===== config.mk =====
export PLATFORM = sky130hd
export DESIGN_NAME = sub_4bit_serial
export DESIGN_NICKNAME = d
export VERILOG_FILES = /design/src/rtl/sub_4bit_serial.sv
export SDC_FILE = /design/constraint.sdc
export NUM_CORES = 1
export LEC_CHECK = 0
export ABC_AREA = 1
export CORE_MARGIN = 5
export CORE_UTILIZATION = 49
export CTS_CLUSTER_DIAMETER = 60
export DETAILED_ROUTE_END_ITERATION = 12
export PLACE_DENSITY = 0.76
export SLEW_MARGIN = 20
export SYNTH_ARGS = -nofsm -noshare
export SYNTH_HDL_FRONTEND = slang
export SYNTH_SLANG_ARGS = --single-unit

===== constraint.sdc =====
create_clock -name clk -period 2.1 [get_ports clk]
set_clock_uncertainty 0.1 [all_clocks]
set_input_delay 0.42 -clock clk [delete_from_list [all_inputs] [get_ports clk]]
set_output_delay 0.42 -clock clk [all_outputs]
set_load 0.05 [all_outputs]

===== src/rtl/sub_4bit_serial.sv =====
// rtl/sub_4bit_serial.sv - bit-serial WIDTH-bit subtractor with borrow, LSB first
//
// Ports:
//   clk   in   rising-edge clock
//   rst   in   asynchronous active-high reset
//   start in   request one subtraction (sampled only in IDLE)
//   a     in   minuend [WIDTH-1:0]
//   b     in   subtrahend [WIDTH-1:0]
//   bin   in   borrow-in
//   d     out  difference register [WIDTH-1:0]
//   bout  out  borrow-out register
//   busy  out  high in SHIFT and DONE
//   done  out  one-cycle pulse when d and bout are final
module sub_4bit_serial #(
    parameter int WIDTH = 4
) (
    input  logic             clk,
    input  logic             rst,
    input  logic             start,
    input  logic [WIDTH-1:0] a,
    input  logic [WIDTH-1:0] b,
    input  logic             bin,
    output logic [WIDTH-1:0] d,
    output logic             bout,
    output logic             busy,
    output logic             done
);

    localparam int CW = (WIDTH > 1) ? $clog2(WIDTH) : 1;
    localparam logic [CW-1:0] LAST_BIT = CW'(WIDTH - 1);

    typedef enum logic [1:0] {
        IDLE  = 2'b00,
        SHIFT = 2'b01,
        DONE  = 2'b10
    } state_t;

    state_t           state_q, state_d;
    logic [CW-1:0]    cnt_q, cnt_d;
    logic [WIDTH-1:0] a_q, a_d;
    logic [WIDTH-1:0] b_q, b_d;
    logic             brw_q, brw_d;
    logic [WIDTH-1:0] d_q, d_d;
    logic             bout_q, bout_d;
    logic             busy_q, busy_d;
    logic             done_q, done_d;

    logic bit_a;
    logic bit_b;
    logic brw_nxt;

    always_comb begin
        state_d = state_q;
        cnt_d   = cnt_q;
        a_d     = a_q;
        b_d     = b_q;
        brw_d   = brw_q;
        d_d     = d_q;
        bout_d  = bout_q;

        bit_a   = a_q[cnt_q];
        bit_b   = b_q[cnt_q];
        brw_nxt = (~bit_a & bit_b) | (~(bit_a ^ bit_b) & brw_q);

        case (state_q)
            IDLE: begin
                // d and bout keep the previous result until the first bit is processed
                if (start) begin
                    a_d     = a;
                    b_d     = b;
                    brw_d   = bin;
                    cnt_d   = '0;
                    state_d = SHIFT;
                end
            end
            SHIFT: begin
                d_d[cnt_q] = bit_a ^ bit_b ^ brw_q;
                brw_d      = brw_nxt;
                if (cnt_q == LAST_BIT) begin
                    bout_d  = brw_nxt;
                    cnt_d   = '0;
                    state_d = DONE;
                end else begin
                    cnt_d = cnt_q + CW'(1);
                end
            end
            DONE: begin
                state_d = IDLE;
            end
            default: begin
                state_d = IDLE;
            end
        endcase

        // Status flags are registered from the next state so they line up with state_q
        busy_d = (state_d != IDLE);
        done_d = (state_d == DONE);
    end

    always_ff @(posedge clk or posedge rst) begin
        if (rst) begin
            state_q <= IDLE;
            cnt_q   <= '0;
            a_q     <= '0;
            b_q     <= '0;
            brw_q   <= 1'b0;
            d_q     <= '0;
            bout_q  <= 1'b0;
            busy_q  <= 1'b0;
            done_q  <= 1'b0;
        end else begin
            state_q <= state_d;
            cnt_q   <= cnt_d;
            a_q     <= a_d;
            b_q     <= b_d;
            brw_q   <= brw_d;
            d_q     <= d_d;
            bout_q  <= bout_d;
            busy_q  <= busy_d;
            done_q  <= done_d;
        end
    end

    assign d    = d_q;
    assign bout = bout_q;
    assign busy = busy_q;
    assign done = done_q;

endmodule


==> metrics.md, run 1 <==
| Metric | Value |
|---|---|
| Top-count cell post-synth | `nand2_1` |
| PortBufs | `18` |
| Number of flops mapped to enable cells by yosys | `0` |
| Critical R2R Launch | `cnt_q[0]` |
| Capturing point of the worst reg2reg path | `d[0]` |
| Max Slew Vio Count | `0` |
| Core box area | `1920 um^2` |
| Layout cell share with drive strength beyond 1 | `11.3%` |
| ANT nets after route | `0` |
| CTS Buf Count | `3` |
| Run status | `finished clean` |
| Number of distinct library cells after synthesis | `17` |
| Die Width | `54.6 um` |
| Syn_nets | `129` |
| Post-Synthesis Cells | `112` |
| Share of the synthesized area in the top cell type | `51.3%` |
| Top FF cell, synth | `dfrtp_1` |
| # rows | `16` |
| Clock slew at reported path FFs | `0.10 ns` |
| Clk Latency, worst-skew pair | `0.30 ns` |
| Power density over the cells | `1580 nW/um^2` |
| Highest clock rate | `0.500 GHz` |
| CTS resizes | `0` |
| Synth warnings | `0` |
| Pleak | `0.622 nW` |
| Synth area leaders | `dfrtp_1, nand2_1, nand3_1, ha_1, inv_1` |
| Placed Cells | `157` |
| CP Launch Type | `flip-flop` |
| CP peak stage delay | `0.81 ns` |
| Switching Power | `0.921 mW` |
| Hold Crit Class | `primary input to asynchronous set/reset pin` |
| Total gr overflow | `0` |
| Clock power frac | `9.2%` |
| CTS root buf | `clkbuf_4` |
| Part of the power in registers | `36.5%` |
| Total global-route track usage | `14.8%` |
| Routed len/inst | `10.8 um` |
| Buf/Inv on CP | `1` |
| Post-route non-filler standard cell count | `160` |
| Worst slew pin tran | `0.502 ns` |
| Initial Utilization | `50.8%` |
| Reg2Reg Depth | `8` |
| Min cycle time layout | `2.00 ns` |
| Post-Route WL | `1.73 mm` |
| Setup TNS | `0 ns` |
| Pin count of the biggest net entering global routing | `21` |
| Synthesized area | `976 um^2` |
| Vias in the first global route | `798` |
| Comb pwr share | `54.3%` |
| Crit. End Element | `output pin` |
| Synth Area per Inst | `8.71 um^2` |
| # IOs | `19` |
| Cell-internal power | `1.01 mW` |
| # nets final | `152` |
| # clock sinks | `20` |
| Syn-to-layout area delta | `24.7%` |
| Worst path arrival time | `1.48 ns` |
| Worst path top cell family by delay | `buffers and inverters` |
| Max FO, Critical Path | `2` |
| # diodes | `0` |
| Max VDD drop | `0.705 mV` |
| Worst Path Class, Setup | `flip-flop to output pin` |
| Die ar. | `2980 um^2` |
| 1st-pass router iterations | `4` |
| Initial antenna violation count | `0` |
| Global-route wire length before repair | `3.11 mm` |
| Sw Share | `47.7%` |
| Commonest cells post-synth | `nand2_1, dfrtp_1, nand3_1, inv_1, ha_1` |
| DP Wirelength | `1.41 mm` |
| Setup violators final | `0` |
| Fin crit share | `95.2%` |
| H-tree depth | `1` |
| Worst rel slew slack | `66.4%` |
| Clock Path Buffers | `2` |
| CP max-delay cell | `clkdlybuf4s50_1` |
| FF+latch count, synth | `20` |
| Unrepaired setup endpoints after global routing | `no` |
| Die Y | `54.6 um` |
| Sequential fraction of the synthesis area | `51.3%` |
| Vias | `753` |
| Vias per Instance | `4.71` |
| Ys async rst share | `100%` |
| Setup Fix Bufs, Post-CTS | `0` |
| GP Congestion | `0.811` |
| Crit path cell chain | `clkdlybuf4s50_1` |
| TritonCTS clock tree | `built` |
| Initial DRC Count | `6` |
| Synth area leader | `dfrtp_1` |
| MaxCap Viol Count | `0` |
| Final Hold Vio Count | `0` |
| WP data required | `1.58 ns` |
| DR DRC count | `0` |
| Setup slack, reg-to-reg | `0.23 ns` |
| CTS hold repair buffers | `0` |
-- cell families (layout without fill, tap and decap cells) --
family / count (synthesis) / in the layout / synth area share (%)
simple gates: 72 / 72 / 34.1
fa+ha+maj: 5 / 5 / 7.18
flops: 20 / 20 / 51.3
buf+inv: 12 / 33 / 4.87
compound gates: 3 / 3 / 2.56
-- metrics by stage --
| stage | util (%) | setup slack [ns] | area [um^2] | hold slack, ns | power, mW |
|---|---|---|---|---|---|
| final | 63.3 | 0.102 | 1220 | 0.348 | 1.93 |
| after global routing | 63.3 | 0.0499 | 1220 | 0.372 | 2.10 |
| after floorplan | - | 0.397 | 976 | 0.284 | 1.49 |
| after global placement | 62.2 | 0.350 | 1190 | 0.353 | 1.73 |
| after CTS | 63.3 | 0.0748 | 1220 | 0.352 | 1.96 |
| after detailed placement | 62.2 | 0.246 | 1190 | 0.363 | 1.78 |
-- layer usage --
metal  track usage (%)  vias to the layer above  routed length, um
met5                 0                        -                  0
met2              27.0                       16                888
li1                  -                      391                  -
met1              15.6                      342                727
met4              8.71                        0                 34
met3              2.45                        4                 81
-- power groups by stage --
stage | clock (mW) | combinational [mW] | sequential [mW]
global placement | 0 | 1.03 | 0.706
CTS | 0.186 | 1.07 | 0.706
floorplan | 0 | 0.609 | 0.880
detailed placement | 0 | 1.07 | 0.714
finish | 0.177 | 1.05 | 0.705
global route | 0.195 | 1.17 | 0.729
-- state kept, by name, indices dropped and copies added, names as in the netlist --
| register | count |
|---|---|
| state_q | 2 |
| b_q | 4 |
| cnt_q | 2 |
| a_q | 4 |
| d | 4 |
| brw_q | 1 |
| done | 1 |
| busy | 1 |
| bout | 1 |
-- cell usage in the layout (no fill, tap or decap), types with 2 or more instances in the layout --
| cell type | instances |
|---|---|
| nand2_1 | 50 |
| dfrtp_1 | 20 |
| clkdlybuf4s50_1 | 18 |
| nand3_1 | 15 |
| inv_1 | 8 |
| ha_1 | 4 |
| clkbuf_4 | 3 |
| inv_2 | 2 |
| nand2_4 | 2 |
| o21ai_2 | 2 |
| buf_4 | 2 |
-- area by class of cell --
type	instances	area, um^2
clock buffers	3	22.5
fillers	184	704
inverters	10	37.5
multi-input cells	80	428
flip-flops and latches	20	500
well taps	27	33.8
repair buffers	20	195
-- worst max-delay path by stage --
stage / from / endpoint / slack, ns / cells after the start
2_1_floorplan: cnt_q[0] / d[0] / 0.40 / 9
3_3_place_gp: cnt_q[0] / d[2] / 0.35 / 8
3_5_place_dp: cnt_q[0] / d[0] / 0.25 / 8
4_1_cts: bout / bout / 0.07 / 1
5_1_grt: bout / bout / 0.05 / 1
6_report: bout / bout / 0.10 / 1
(Power assumes the default switching activity.)
==> run 2, diff against run 1 <==
--- a/config.mk
+++ b/config.mk
@@ -5,12 +5,12 @@
 export SDC_FILE = /design/constraint.sdc
 export NUM_CORES = 1
 export LEC_CHECK = 0
-export ABC_AREA = 1
+export ABC_CLOCK_PERIOD_IN_PS = 2100
 export CORE_MARGIN = 5
 export CORE_UTILIZATION = 49
 export CTS_CLUSTER_DIAMETER = 60
 export DETAILED_ROUTE_END_ITERATION = 12
-export PLACE_DENSITY = 0.76
+export PLACE_DENSITY = 0.77
 export SLEW_MARGIN = 20
 export SYNTH_ARGS = -nofsm -noshare
 export SYNTH_HDL_FRONTEND = slang
==> metrics.md, run 2 <==
| Metric | Value |
|---|---|
| CTS hold repair buffers | `0 (unchanged)` |
| Synth area leaders | `dfrtp_1, mux2_2, ha_1, mux4_2, inv_1` |
| Worst path arrival time | `1.48 ns (about the same)` |
| Max FO, Critical Path | `2 (unchanged)` |
| ANT nets after route | `0 (unchanged)` |
| Number of distinct library cells after synthesis | `18 (+1)` |
| Power density over the cells | `1690 nW/um^2 (+6.6%)` |
| Fin crit share | `95.1% (about the same)` |
| Final Hold Vio Count | `0 (unchanged)` |
| # IOs | `19 (unchanged)` |
| Post-Synthesis Cells | `62 (-45%)` |
| Worst slack, placed | `0.135 ns (-0.111 ns)` |
| FF+latch count, synth | `20 (unchanged)` |
| Fill count | `136 (-26%)` |
| CTS root buf | `clkbuf_4` |
| Part of the power in registers | `36.1% (-0.4 points)` |
| Clock Path Buffers | `2 (unchanged)` |
| Layout cell share with drive strength beyond 1 | `25.6% (+14 points)` |
| # nets final | `104 (-32%)` |
| Cell-internal power | `1.21 mW (+19%)` |
| Share of the synthesized area in the top cell type | `54.7% (+3.4 points)` |
| # rows | `15 (-1)` |
| WP data required | `1.58 ns (about the same)` |
| Core box area | `1750 um^2 (-9.2%)` |
| Synthesized area | `915 um^2 (-6.3%)` |
| Initial antenna violation count | `0 (unchanged)` |
| CTS Buf Count | `3 (unchanged)` |
| Highest clock rate | `0.501 GHz (about the same)` |
| Sequential fraction of the synthesis area | `54.7% (+3.4 points)` |
| Clk Latency, worst-skew pair | `0.31 ns (about the same)` |
| Pin count of the biggest net entering global routing | `21 (unchanged)` |
| Sw Share | `39.9% (-7.9 points)` |
| GP Congestion | `0.777 (-4.1%)` |
| Commonest cells post-synth | `dfrtp_1, mux2_2, inv_1, ha_1, nand3b_1` |
| Synth area leader | `dfrtp_1` |
| Global-route wire length before repair | `2.72 mm (-13%)` |
| 1st-pass router iterations | `2 (-2)` |
| Top FF cell, synth | `dfrtp_1` |
| Buf/Inv on CP | `1 (unchanged)` |
| Mux contribution to synthesized area | `20.8% (+21 points)` |
| Total gr overflow | `0 (unchanged)` |
| Max Slew Vio Count | `0 (unchanged)` |
| XOR/XNOR Fraction of Synth Area | `0% (unchanged)` |
| Vias in the first global route | `583 (-27%)` |
| Switching Power | `0.799 mW (-13%)` |
| Post-synthesis simple-gate area fraction | `8.48% (-26 points)` |
| Die Width | `53.2 um (-2.6%)` |
| DP Wirelength | `1.25 mm (-12%)` |
| Worst slew pin tran | `0.498 ns (-0.00378 ns)` |
| Worst Path Class, Setup | `flip-flop to output pin` |
| Post-Route WL | `1.60 mm (-7.9%)` |
| TritonCTS clock tree | `built` |
| PortBufs | `18 (unchanged)` |
| Unrepaired setup endpoints after global routing | `no` |
| Ys async rst share | `100% (unchanged)` |
| Die Y | `53.2 um (-2.6%)` |
| Final setup margin | `0.103 ns (+0.00143 ns)` |
| Worst rel slew slack | `66.7% (+0.25 points)` |
| Pleak | `0.519 nW (-17%)` |
| Setup violators final | `0 (unchanged)` |
| Compound-cell area share of the yosys netlist | `4.24% (+1.7 points)` |
| # clock sinks | `20 (unchanged)` |
| Routed len/inst | `14.4 um (+33%)` |
| Most common cell after layout, fill and taps aside | `dfrtp_1` |
| Synth Area per Inst | `14.8 um^2 (+69%)` |
| MaxCap Viol Count | `0 (unchanged)` |
| CTS resizes | `0 (unchanged)` |
| DR DRC count | `0 (unchanged)` |
| Max VDD drop | `0.811 mV (+15%)` |
| Synth warnings | `0 (unchanged)` |
| Most frequent cells in the layout | `dfrtp_1, clkdlybuf4s50_1, mux2_2, inv_1, ha_1` |
| Clock slew at reported path FFs | `0.11 ns (about the same)` |
| Initial DRC Count | `5 (-1)` |
| Crit. End Element | `output pin` |
| Initial Utilization | `52.4% (+1.6 points)` |
| Vias | `567 (-25%)` |
| Die ar. | `2830 um^2 (-5.1%)` |
| Run status | `finished clean` |
| Crit path cell chain | `clkdlybuf4s50_1` |
| Hold Crit Class | `primary input to asynchronous set/reset pin` |
| Number of flops mapped to enable cells by yosys | `0 (unchanged)` |
| CP peak stage delay | `0.80 ns (about the same)` |
| Largest family of logic cells by synthesized area | `multiplexers` |
| Top-count cell post-synth | `dfrtp_1` |
| Setup TNS | `0 ns (unchanged)` |
| Setup Fix Bufs, Post-CTS | `0 (unchanged)` |
| Total global-route track usage | `14.3% (-0.49 points)` |
| H-tree depth | `1 (unchanged)` |
| CP Launch Type | `flip-flop` |
| Syn-to-layout area delta | `29.7%` |
| Vias per Instance | `5.11 (+8.5%)` |
| Min cycle time layout | `2.00 ns (-0.00143 ns)` |
| Comb pwr share | `52.6% (-1.7 points)` |
| Syn_nets | `79 (-39%)` |
| Clock power frac | `11.2% (+2.0 points)` |
| CP max-delay cell | `clkdlybuf4s50_1` |
| Worst path top cell family by delay | `buffers and inverters` |
| # diodes | `0 (unchanged)` |
| Adder-cell area share of the yosys netlist | `7.66% (+0.48 points)` |
[run 2: power groups by stage]
stage               Sequential [mW]  Combinational [mW]  Clock [mW]
finish                        0.724                1.05       0.225
global placement              0.725                1.04           0
CTS                           0.731                1.07       0.233
floorplan                     0.915               0.564           0
detailed placement            0.741                1.06           0
global route                  0.753                1.14       0.258
[run 2: cell type report]
| class | instances | area, um^2 | share of cell area [%] |
|---|---|---|---|
| clock buffer | 4 | 36.3 | 3.06 |
| inverter | 7 | 26.3 | 2.22 |
| multi-input combinational | 34 | 377 | 31.8 |
| sequential | 20 | 500 | 42.2 |
| tap | 25 | 31.3 | 2.64 |
| timing repair buffer | 21 | 215 | 18.1 |
[run 2: cell families (layout without fill, tap and decap cells)]
family,count (synthesis),after routing
AOI/OAI and AO/OA,5,5
adders and majority gates,5,5
buffers and inverters,8,32
DFF,20,20
muxes,15,15
and+or+nand+nor,9,9
[run 2: worst register-to-register path: cells and delay by family, from the launching register on]
family | cells | cell delay [ns]
DFF | 1 | 0.42
buffers and inverters | 1 | 0.09
adders and majority gates | 1 | 0.46
muxes | 2 | 0.80
[run 2: final timing paths]
kind,from,endpoint,slack (ns),depth (start not counted)
setup reg to reg,cnt_q[0],d[3],0.13,4
setup / recovery,bout,bout,0.10,1
min in group clk,a_q[2],a_q[2],0.42,1
hold / removal,rst,a_q[2],0.32,3
hold reg to reg,a_q[2],a_q[2],0.42,1
max in group asynchronous,rst,busy,1.38,3
[run 2: through the flow]
step                      hold WS (ns)  power, mW  cells  util (%)  area [um^2]
final                            0.319       2.00    111      68.0         1190
after global routing             0.321       2.15    111      68.0         1190
after CTS                        0.328       2.03    111      68.0         1190
after detailed placement         0.394       1.80    107      65.9         1150
after global placement           0.390       1.76    107      65.9         1150
after floorplan                  0.284       1.48     62         -          915
[run 2: per-layer routing]
layer / track usage (%) / up-vias / part of all wire (%)
met5: 0 / - / 0
met4: 11.5 / 0 / 3.6
met3: 2.54 / 5 / 4.6
met2: 21.8 / 16 / 48
met1: 17.4 / 282 / 44
li1: - / 264 / -
